===== src/rtl/hazard_stall_unit.sv =====
// hazard_stall_unit: load-use, branch-flush and memory-wait stall control with perf counters and a sticky timeout flag
module hazard_stall_unit #(
  parameter int CNT_W       = 16,
  parameter int MEM_TIMEOUT = 255
) (
  input  logic             clk,
  input  logic             arst_n,
  input  logic [31:0]      if_id_instr,
  input  logic [4:0]       id_ex_rd,
  input  logic             id_ex_mem_read,
  input  logic             ex_branch_taken,
  input  logic             ex_m_mem_req,
  input  logic             dmem_ready,
  output logic             pc_write,
  output logic             if_id_write,
  output logic             if_id_flush,
  output logic             id_ex_bubble,
  output logic             pipe_hold,
  output logic [CNT_W-1:0] stall_cnt,
  output logic [CNT_W-1:0] flush_cnt,
  output logic             mem_timeout
);
  typedef enum logic {RUN, MEM_WAIT} state_t;
  state_t state_q, state_d;
  logic [7:0] wait_q, wait_d;
  logic [CNT_W-1:0] stall_cnt_q, stall_cnt_d, flush_cnt_q, flush_cnt_d;
  logic timeout_q, timeout_d;
  logic mem_stall, load_use, br, ld_stall;
  always_comb begin
    mem_stall = ex_m_mem_req & ~dmem_ready;
    load_use = id_ex_mem_read & (id_ex_rd != 5'd0) &
               ((id_ex_rd == if_id_instr[19:15]) | (id_ex_rd == if_id_instr[24:20]));
    br = ~mem_stall & ex_branch_taken;
    ld_stall = ~mem_stall & ~ex_branch_taken & load_use;
    // every control output is forced low while reset is held
    pc_write = arst_n & ~mem_stall & ~ld_stall;
    if_id_write = arst_n & ~mem_stall & ~ld_stall;
    if_id_flush = arst_n & br;
    id_ex_bubble = arst_n & (br | ld_stall);
    pipe_hold = arst_n & mem_stall;
    state_d = (state_q == RUN) ? (mem_stall ? MEM_WAIT : RUN) : (dmem_ready ? RUN : MEM_WAIT);
    wait_d = (state_q == RUN) ? (mem_stall ? 8'd0 : wait_q)
           : ((!dmem_ready && wait_q != 8'hFF) ? wait_q + 8'd1 : wait_q);
    // flag rises once MEM_TIMEOUT wait cycles have elapsed
    timeout_d = timeout_q | (state_d == MEM_WAIT && wait_d == 8'(MEM_TIMEOUT - 1));
    stall_cnt_d = ((mem_stall | ld_stall) && !(&stall_cnt_q)) ? stall_cnt_q + 1'b1 : stall_cnt_q;
    flush_cnt_d = (br && !(&flush_cnt_q)) ? flush_cnt_q + 1'b1 : flush_cnt_q;
  end
  always_ff @(posedge clk or negedge arst_n) begin
    if (!arst_n) begin
      state_q <= RUN;
      wait_q <= '0;
      stall_cnt_q <= '0;
      flush_cnt_q <= '0;
      timeout_q <= 1'b0;
    end else begin
      state_q <= state_d;
      wait_q <= wait_d;
      stall_cnt_q <= stall_cnt_d;
      flush_cnt_q <= flush_cnt_d;
      timeout_q <= timeout_d;
    end
  end
  assign stall_cnt = stall_cnt_q;
  assign flush_cnt = flush_cnt_q;
  assign mem_timeout = timeout_q;
endmodule


===== config.mk =====
export PLATFORM = sky130hd
export DESIGN_NAME = hazard_stall_unit
export DESIGN_NICKNAME = d
export VERILOG_FILES = /design/src/rtl/hazard_stall_unit.sv
export SDC_FILE = /design/constraint.sdc
export NUM_CORES = 1
export LEC_CHECK = 0
export CORE_AREA = 2 2 106 57
export DETAILED_ROUTE_END_ITERATION = 12
export DIE_AREA = 0 0 108 59
export GPL_TIMING_DRIVEN = 0
export HOLD_SLACK_MARGIN = 0.12
export PLACE_DENSITY = 0.77
export REMOVE_ABC_BUFFERS = 1
export SLEW_MARGIN = 20
export SYNTH_ARGS = -nofsm -noshare
export SYNTH_HDL_FRONTEND = slang
export SYNTH_SLANG_ARGS = --single-unit

===== constraint.sdc =====
create_clock -name clk -period 2.6 [get_ports clk]
set_clock_uncertainty 0.1 [all_clocks]
set_input_delay 0.26 -clock clk [delete_from_list [all_inputs] [get_ports clk]]
set_output_delay 0.26 -clock clk [all_outputs]
set_load 0.02 [all_outputs]

==> results of run 1 <==
-- layer usage --
| metal | up-vias | GRT usage (%) | part of all wire (%) |
|---|---|---|---|
| met4 | 0 | 6.593 | 1.7 |
| met3 | 10 | 3.297 | 2.5 |
| li1 | 963 | - | - |
| met2 | 29 | 30.10 | 52 |
| met1 | 966 | 20.79 | 44 |
| met5 | - | 0 | 0 |
-- layout make-up --
cell class / count / share of cell area (%)
clock buffers: 5 / 2.165
inverters: 7 / 0.8264
well taps: 73 / 2.873
repair buffers: 61 / 19.17
flip-flops and latches: 42 / 33.06
clock inverters: 3 / 2.165
multi-input cells: 182 / 39.75
-- logic make-up (layout without fill, tap and decap cells) --
| logic type | Yosys count | in the layout | synth area share, % |
|---|---|---|---|
| buf+inv | 10 | 76 | 1.808 |
| fa+ha+maj | 3 | 3 | 1.596 |
| mux | 8 | 8 | 3.617 |
| simple gates | 110 | 110 | 25.32 |
| xor+xnor | 37 | 37 | 13.78 |
| flops | 42 | 42 | 44.68 |
| compound gates | 24 | 24 | 9.202 |
-- registers in the layout, indices dropped and copies added (netlist names) --
register     flops
wait_q           8
state_q          1
mem_timeout      1
flush_cnt       16
stall_cnt       16
-- final timing paths --
kind                        startpoint            to  slack [ps]  cells after the start
max                             arst_n   if_id_flush         100                      5
min in group clk           mem_timeout   mem_timeout         390                      1
max reg2reg                  wait_q[0]   mem_timeout         490                      6
min reg2reg                mem_timeout   mem_timeout         390                      1
max in group asynchronous       arst_n     wait_q[2]        1650                      3
min                             arst_n  stall_cnt[9]         280                      2
-- metrics by stage --
| stage | total power [mW] | TNS (ps) |
|---|---|---|
| finish | 2.157 | 0 |
| global route | 2.271 | 0 |
| detailed placement | 1.547 | -477.6 |
| global placement | 1.521 | -4062 |
| floorplan | 1.225 | 0 |
| CTS | 2.184 | 0 |
-- report_power, final --
part / internal, mW / switching (mW) / total [mW] / leakage [nW]
Clock: 0.385 / 0.240 / 0.624 / 0.0683
Sequential: 0.760 / 0.137 / 0.896 / 0.552
Combinational: 0.315 / 0.321 / 0.636 / 0.736
Total: 1.46 / 0.697 / 2.16 / 1.36
-- critical path, stage by stage --
cell	delay, ps
sky130_fd_sc_hd__dlygate4sd3_1	520
sky130_fd_sc_hd__buf_2	300
sky130_fd_sc_hd__buf_12	250
sky130_fd_sc_hd__and3_1	180
sky130_fd_sc_hd__clkdlybuf4s50_1	610
-- cell usage after synthesis (2+ instances only) --
library cell	instances	area share (%)
sky130_fd_sc_hd__a31oi_1	2	0.53
sky130_fd_sc_hd__and2_1	5	1.3
sky130_fd_sc_hd__ha_1	3	1.6
sky130_fd_sc_hd__xnor2_1	14	5.2
sky130_fd_sc_hd__nand2_1	22	3.5
sky130_fd_sc_hd__mux2_1	4	1.9
sky130_fd_sc_hd__o21ai_1	2	0.43
sky130_fd_sc_hd__xor2_1	23	8.6
sky130_fd_sc_hd__dfrtp_1	42	45
sky130_fd_sc_hd__nand2b_1	5	1.3
sky130_fd_sc_hd__nor2_1	18	2.9
sky130_fd_sc_hd__nand3_1	16	3.4
sky130_fd_sc_hd__nor3_1	6	1.3
sky130_fd_sc_hd__a31o_1	2	0.74
sky130_fd_sc_hd__nor2b_1	4	1.1
sky130_fd_sc_hd__o21ai_0	2	0.43
sky130_fd_sc_hd__a21oi_1	3	0.64
sky130_fd_sc_hd__nand4_1	15	4.0
sky130_fd_sc_hd__inv_1	6	0.96
sky130_fd_sc_hd__mux2i_1	4	1.7
sky130_fd_sc_hd__nor4_1	2	0.53
sky130_fd_sc_hd__o21bai_1	2	0.64
sky130_fd_sc_hd__and3_1	6	1.6
sky130_fd_sc_hd__and4_1	3	1.1
-- repair_timing --
action | 4_1_cts | 5_1_grt
gates resized for setup | 4 | 0
endpoints found under the hold margin | 42 | 0
buffers inserted | 1 | 0
hold buffers | 1 | 0
setup endpoints to repair | 3 | 0
==> run summary, run 1 <==
• completed — result of the run
• 102.2 ps — worst-case setup margin in the final layout
• 43.98% — initial core utilization
• 36 — pin count of the biggest net entering global routing
• 7.667% — share of cells above drive strength 1
• 2 — maximum level of the CTS H-tree
• 3878 µm — dpl hpwl
• 275.7 ps — final-layout worst hold slack
• sky130_fd_sc_hd__clkdlybuf4s50_1 — most frequent standard cell in the layout excluding fill and tap cells
• 80 ps — clock input transition at the sequential cells of the worst setup and hold paths
• 81 — Top Ports
• primary input to async pin — class of the worst hold path
• 0 — Antenna Violating Nets Remaining
• sky130_fd_sc_hd__dfrtp_1 — flip-flop cell with the highest count after synthesis
• 234 — synthesized instance count
• 0 — Hold Vio Cnt, Final
• 42 — count of state elements after synthesis
• 400.3 MHz — Highest Clock Rate
• output port — kind of end point of the critical path
• 42 — number of sinks driven by the clock tree
• 0.5693 mV — worst vdd ir
• 44.68% — sequential cell area fraction in the yosys report
• 2352 µm² — area of the mapped netlist
• 96.07% — crit share post-route
• 0 — Post-synth EDFFs
• 1.357 nW — LEAKAGE
• 67.27% — worst relative slew slack
• 59.44% — post-route core utilization
• 59 µm — height of the chip
• 0.8640 — placer congestion estimate
• 16.92% — Overall Global Routing Usage
• 0 — max cap viols
• sky130_fd_sc_hd__clkbuf_8 — clock root buffer
• 373 — non-filler cells in the finished layout
• 1,808 — vias in the first global route
• 6372 µm² — die area
• 108 µm — width of the die
• 5120 µm — final WL
• 0 — number of antenna violations at the first check in global routing
• 100.0% — share of flip-flops with an asynchronous set or reset
• 35 — highest net fanout along the worst path
• 0 — count of inserted antenna diode cells
• 0 — Final setup violation count
• 2 — Max Buffers Root-to-Sink
• 678.6 nW/µm² — power density over the cells
• 2498 ps — Period minus WS final
• 1264 µm² — area of the multi-input gates
• built — clock tree from TritonCTS
• 345 — count of nets after finishing
• primary input — critical path launch point type
• 3179 µm² — post-route cell area
• 5349 µm² — CORE AREA
• 10.05 µm² — mean instance size in the synthesized netlist
• 458 — number of fill cells
• 1,968 — vias post-DR
• -207.1 ps — pre-CTS setup slack
• 19 — Std-Cell Rows
• 491.0 ps — slew at the pin closest to its max-slew limit
• 4 — DR pass1 iterations
• 13.73 µm — DR WL/cell
• 54 x sky130_fd_sc_hd__clkdlybuf4s50_1, 42 x sky130_fd_sc_hd__dfrtp_1, 23 x sky130_fd_sc_hd__xor2_1, 22 x sky130_fd_sc_hd__nand2_1, 18 x sky130_fd_sc_hd__nor2_1 — commonest cells after routing, fill and taps aside
• 2240 ps — endpoint required time on the critical path
• 58 — number of buffers inserted by port buffering
• 300 ps — clock insertion delay at the later pin of the skew report
• 0 — final-report max-slew violation count
• 8321 µm — first-pass GRT wire length
• 2140 ps — data arrival time of the critical path
• 1051 µm² — FF/Latch Area
• false — unrepaired setup endpoints after global routing
• 47 — Unique masters post-synth
• 363 — instance count after placement with tap cells included
• 5.276 — number of vias per cell after detailed routing
• 0 — GRT Residual Overflow
• 5 — number of buffers inserted during clock tree synthesis
• 65 — Iter 0 DRT Violations
• 3023 µm² — Placement Cell Area
• primary input to output port — Setup CP Type
• 0 — Remaining DRCs
• 0 — total of warnings raised by yosys
• 35.16% — Layout Area Growth over Synthesis
(Power assumes the default switching activity.)
==> run 2, diff against run 1 <==
- CORE_AREA: 2 2 106 57 -> 2 2 79 81
- DIE_AREA: 0 0 108 59 -> 0 0 81 83
- PLACE_DENSITY: 0.77 -> 0.75
- clock period: 2.6 -> 2.1 ns (I/O delays scaled with it)
==> run 2 against run 1 <==
Against the previous run: clock power shrank 16%; flip-flop and latch count is the same; largest cell class unchanged; sequential power grew 24%; register-to-register slack lost 430 ps.
==> run summary, run 2 (synthesis gave the netlist of run 1 again) <==
• 21.2% — power share of the clock group
• 2,008 — vias post-DR
• 45.3% — share of total power in sequential cells
• 0.6283 mV — worst vdd ir
• 2180 ps — endpoint required time on the critical path
• 0 — final-report max-slew violation count
• 1.423 nW — LEAKAGE
• 28 — Std-Cell Rows
• 300 ps — clock insertion delay at the later pin of the skew report
• primary input to flip-flop — class of the worst hold path
• 0 — Remaining DRCs
• 1.583 mW — design internal power
• 0 — GRT Residual Overflow
• sky130_fd_sc_hd__clkdlybuf4s50_1 — most frequent standard cell in the layout excluding fill and tap cells
• 83 µm — height of the chip
• 61.15% — worst relative slew slack
• 12.01% — share of cells above drive strength 1
• 758.0 nW/µm² — power density over the cells
• wait_q[1] — FF-to-FF Start
• false — unrepaired setup endpoints after global routing
• 58 — number of buffers inserted by port buffering
• 60 ps — Worst R2R Setup Slack
• 4 — DR pass1 iterations
• 5.243 — number of vias per cell after detailed routing
• 0.8806 — placer congestion estimate
• 0.8748 mW — switching power
• 2 — Max Buffers Root-to-Sink
• 9163 µm — first-pass GRT wire length
• 40.45% — initial core utilization
• 0 — Hold Vio Cnt, Final
• flip-flop — critical path launch point type
• 0 — max cap viols
• 55.74% — post-route core utilization
• sky130_fd_sc_hd__clkbuf_8 — clock root buffer
• 0 — Antenna Violating Nets Remaining
• 6723 µm² — die area
• 580.8 ps — slew at the pin closest to its max-slew limit
• 5 — highest net fanout along the worst path
• flip-flop to flip-flop — Setup CP Type
• wait_q[1] — beginning of the critical path
• built — clock tree from TritonCTS
• 6 — length in cells of the worst reg-to-reg path
• 489.3 MHz — Highest Clock Rate
• 5 — number of buffers inserted during clock tree synthesis
• 33.4% — combinational share of power
• 0 — Final setup violation count
• 97.33% — crit share post-route
• flip-flop — kind of end point of the critical path
• mem_timeout — worst r2r dst
• 17.01% — Overall Global Routing Usage
• 3905 µm — dpl hpwl
• 1,997 — vias in the first global route
• 0 — count of inserted antenna diode cells
• 3025 µm² — Placement Cell Area
• 542 — number of fill cells
• 35.60% — switching part of the total
• 101.5 ps — final-layout worst hold slack
• 42 — number of sinks driven by the clock tree
• mem_timeout — destination of the critical timing path
• 2.457 mW — total power of the final layout
• 5816 µm² — CORE AREA
• 2044 ps — Period minus WS final
• 37.82% — Layout Area Growth over Synthesis
• 112 — Iter 0 DRT Violations
• 81 — Top Ports
• 47 x sky130_fd_sc_hd__clkdlybuf4s50_1, 42 x sky130_fd_sc_hd__dfrtp_1, 23 x sky130_fd_sc_hd__xor2_1, 22 x sky130_fd_sc_hd__nand2_1, 17 x sky130_fd_sc_hd__nor2_1 — commonest cells after routing, fill and taps aside
• 31 — pin count of the biggest net entering global routing
• 5423 µm — final WL
• 0 — number of antenna violations at the first check in global routing
• completed — result of the run
• 2130 ps — data arrival time of the critical path
• 14.16 µm — DR WL/cell
• 353 — count of nets after finishing
• 81 µm — width of the die
• 80 ps — clock input transition at the sequential cells of the worst setup and hold paths
• 2 — maximum level of the CTS H-tree
• 3242 µm² — post-route cell area
run 2: cell types whose count changed in the layout (fill, tap and decap cells not counted), sizes merged:
cell / before / now
clkinv: 2 / 3
dlymetal6s2s: 0 / 5
clkbuf: 5 / 6
dlygate4sd3: 1 / 2
bufinv: 2 / 0
buf: 3 / 13
dlygate4sd2: 3 / 2
clkdlybuf4s50: 54 / 47
run 2: critical path: stages, from the launching register on:
cell and delay [ps]:
sky130_fd_sc_hd__dfrtp_1 420, sky130_fd_sc_hd__ha_2 200, sky130_fd_sc_hd__and2_2 220, sky130_fd_sc_hd__or3_1 370, sky130_fd_sc_hd__a31o_1 230, sky130_fd_sc_hd__and3_1 180
sky130_fd_sc_hd__a31o_1 210
run 2: final cells by class:
type / count / area [µm²] / area share (%)
Inverter: 7 / 26.28 / 0.8105
Tap cell: 75 / 93.84 / 2.895
Timing Repair Buffer: 69 / 683.2 / 21.07
Clock inverter: 2 / 13.76 / 0.4245
Sequential cell: 42 / 1051 / 32.42
Multi-Input combinational cell: 182 / 1301 / 40.14
Clock buffer: 6 / 72.57 / 2.239
run 2: repair_timing:
item	in CTS	in global routing
pin swaps	5	6
endpoints found under the hold margin	42	0
hold buffers	3	0
resized for setup	15	13
setup buffers	4	3
endpoints found under the setup margin	5	16
run 2: worst min path at each step:
stage | startpoint | endpoint | slack (ps) | depth (start not counted)
after global routing | dmem_ready | state_q | 140 | 2
final | dmem_ready | state_q | 100 | 2
after CTS | mem_timeout | mem_timeout | 390 | 1
after floorplan | arst_n | flush_cnt[0] | -190 | 0
after global placement | mem_timeout | mem_timeout | 360 | 1
after detailed placement | arst_n | flush_cnt[6] | 30 | 1
run 2: per-layer routing:
| metal | routed length, µm | vias up | track usage [%] |
|---|---|---|---|
| li1 | - | 977 | - |
| met1 | 2478 | 980 | 23.10 |
| met2 | 2672 | 44 | 27.57 |
| met3 | 215 | 7 | 3.913 |
| met4 | 56 | 0 | 3.698 |
| met5 | 0 | - | 0 |
run 2: power by group through the flow:
| stage | Sequential [mW] | Clock (mW) | Combinational, mW |
|---|---|---|---|
| floorplan | 1.24 | 0 | 0.276 |
| global placement | 1.13 | 0 | 0.770 |
| detailed placement | 1.13 | 0 | 0.787 |
| CTS | 1.11 | 0.536 | 0.817 |
| global route | 1.14 | 0.577 | 0.893 |
| finish | 1.11 | 0.522 | 0.822 |
run 2: stage by stage:
stage / setup TNS, ps / worst slack, ps / cells
final: 0 / 56.08 / 383
after global routing: 0 / 6.349 / 383
after CTS: 0 / 1.918 / 380
after detailed placement: -3417 / -588.3 / 365
after global placement: -28710 / -1341 / 364
after floorplan: 0 / 110.2 / 231
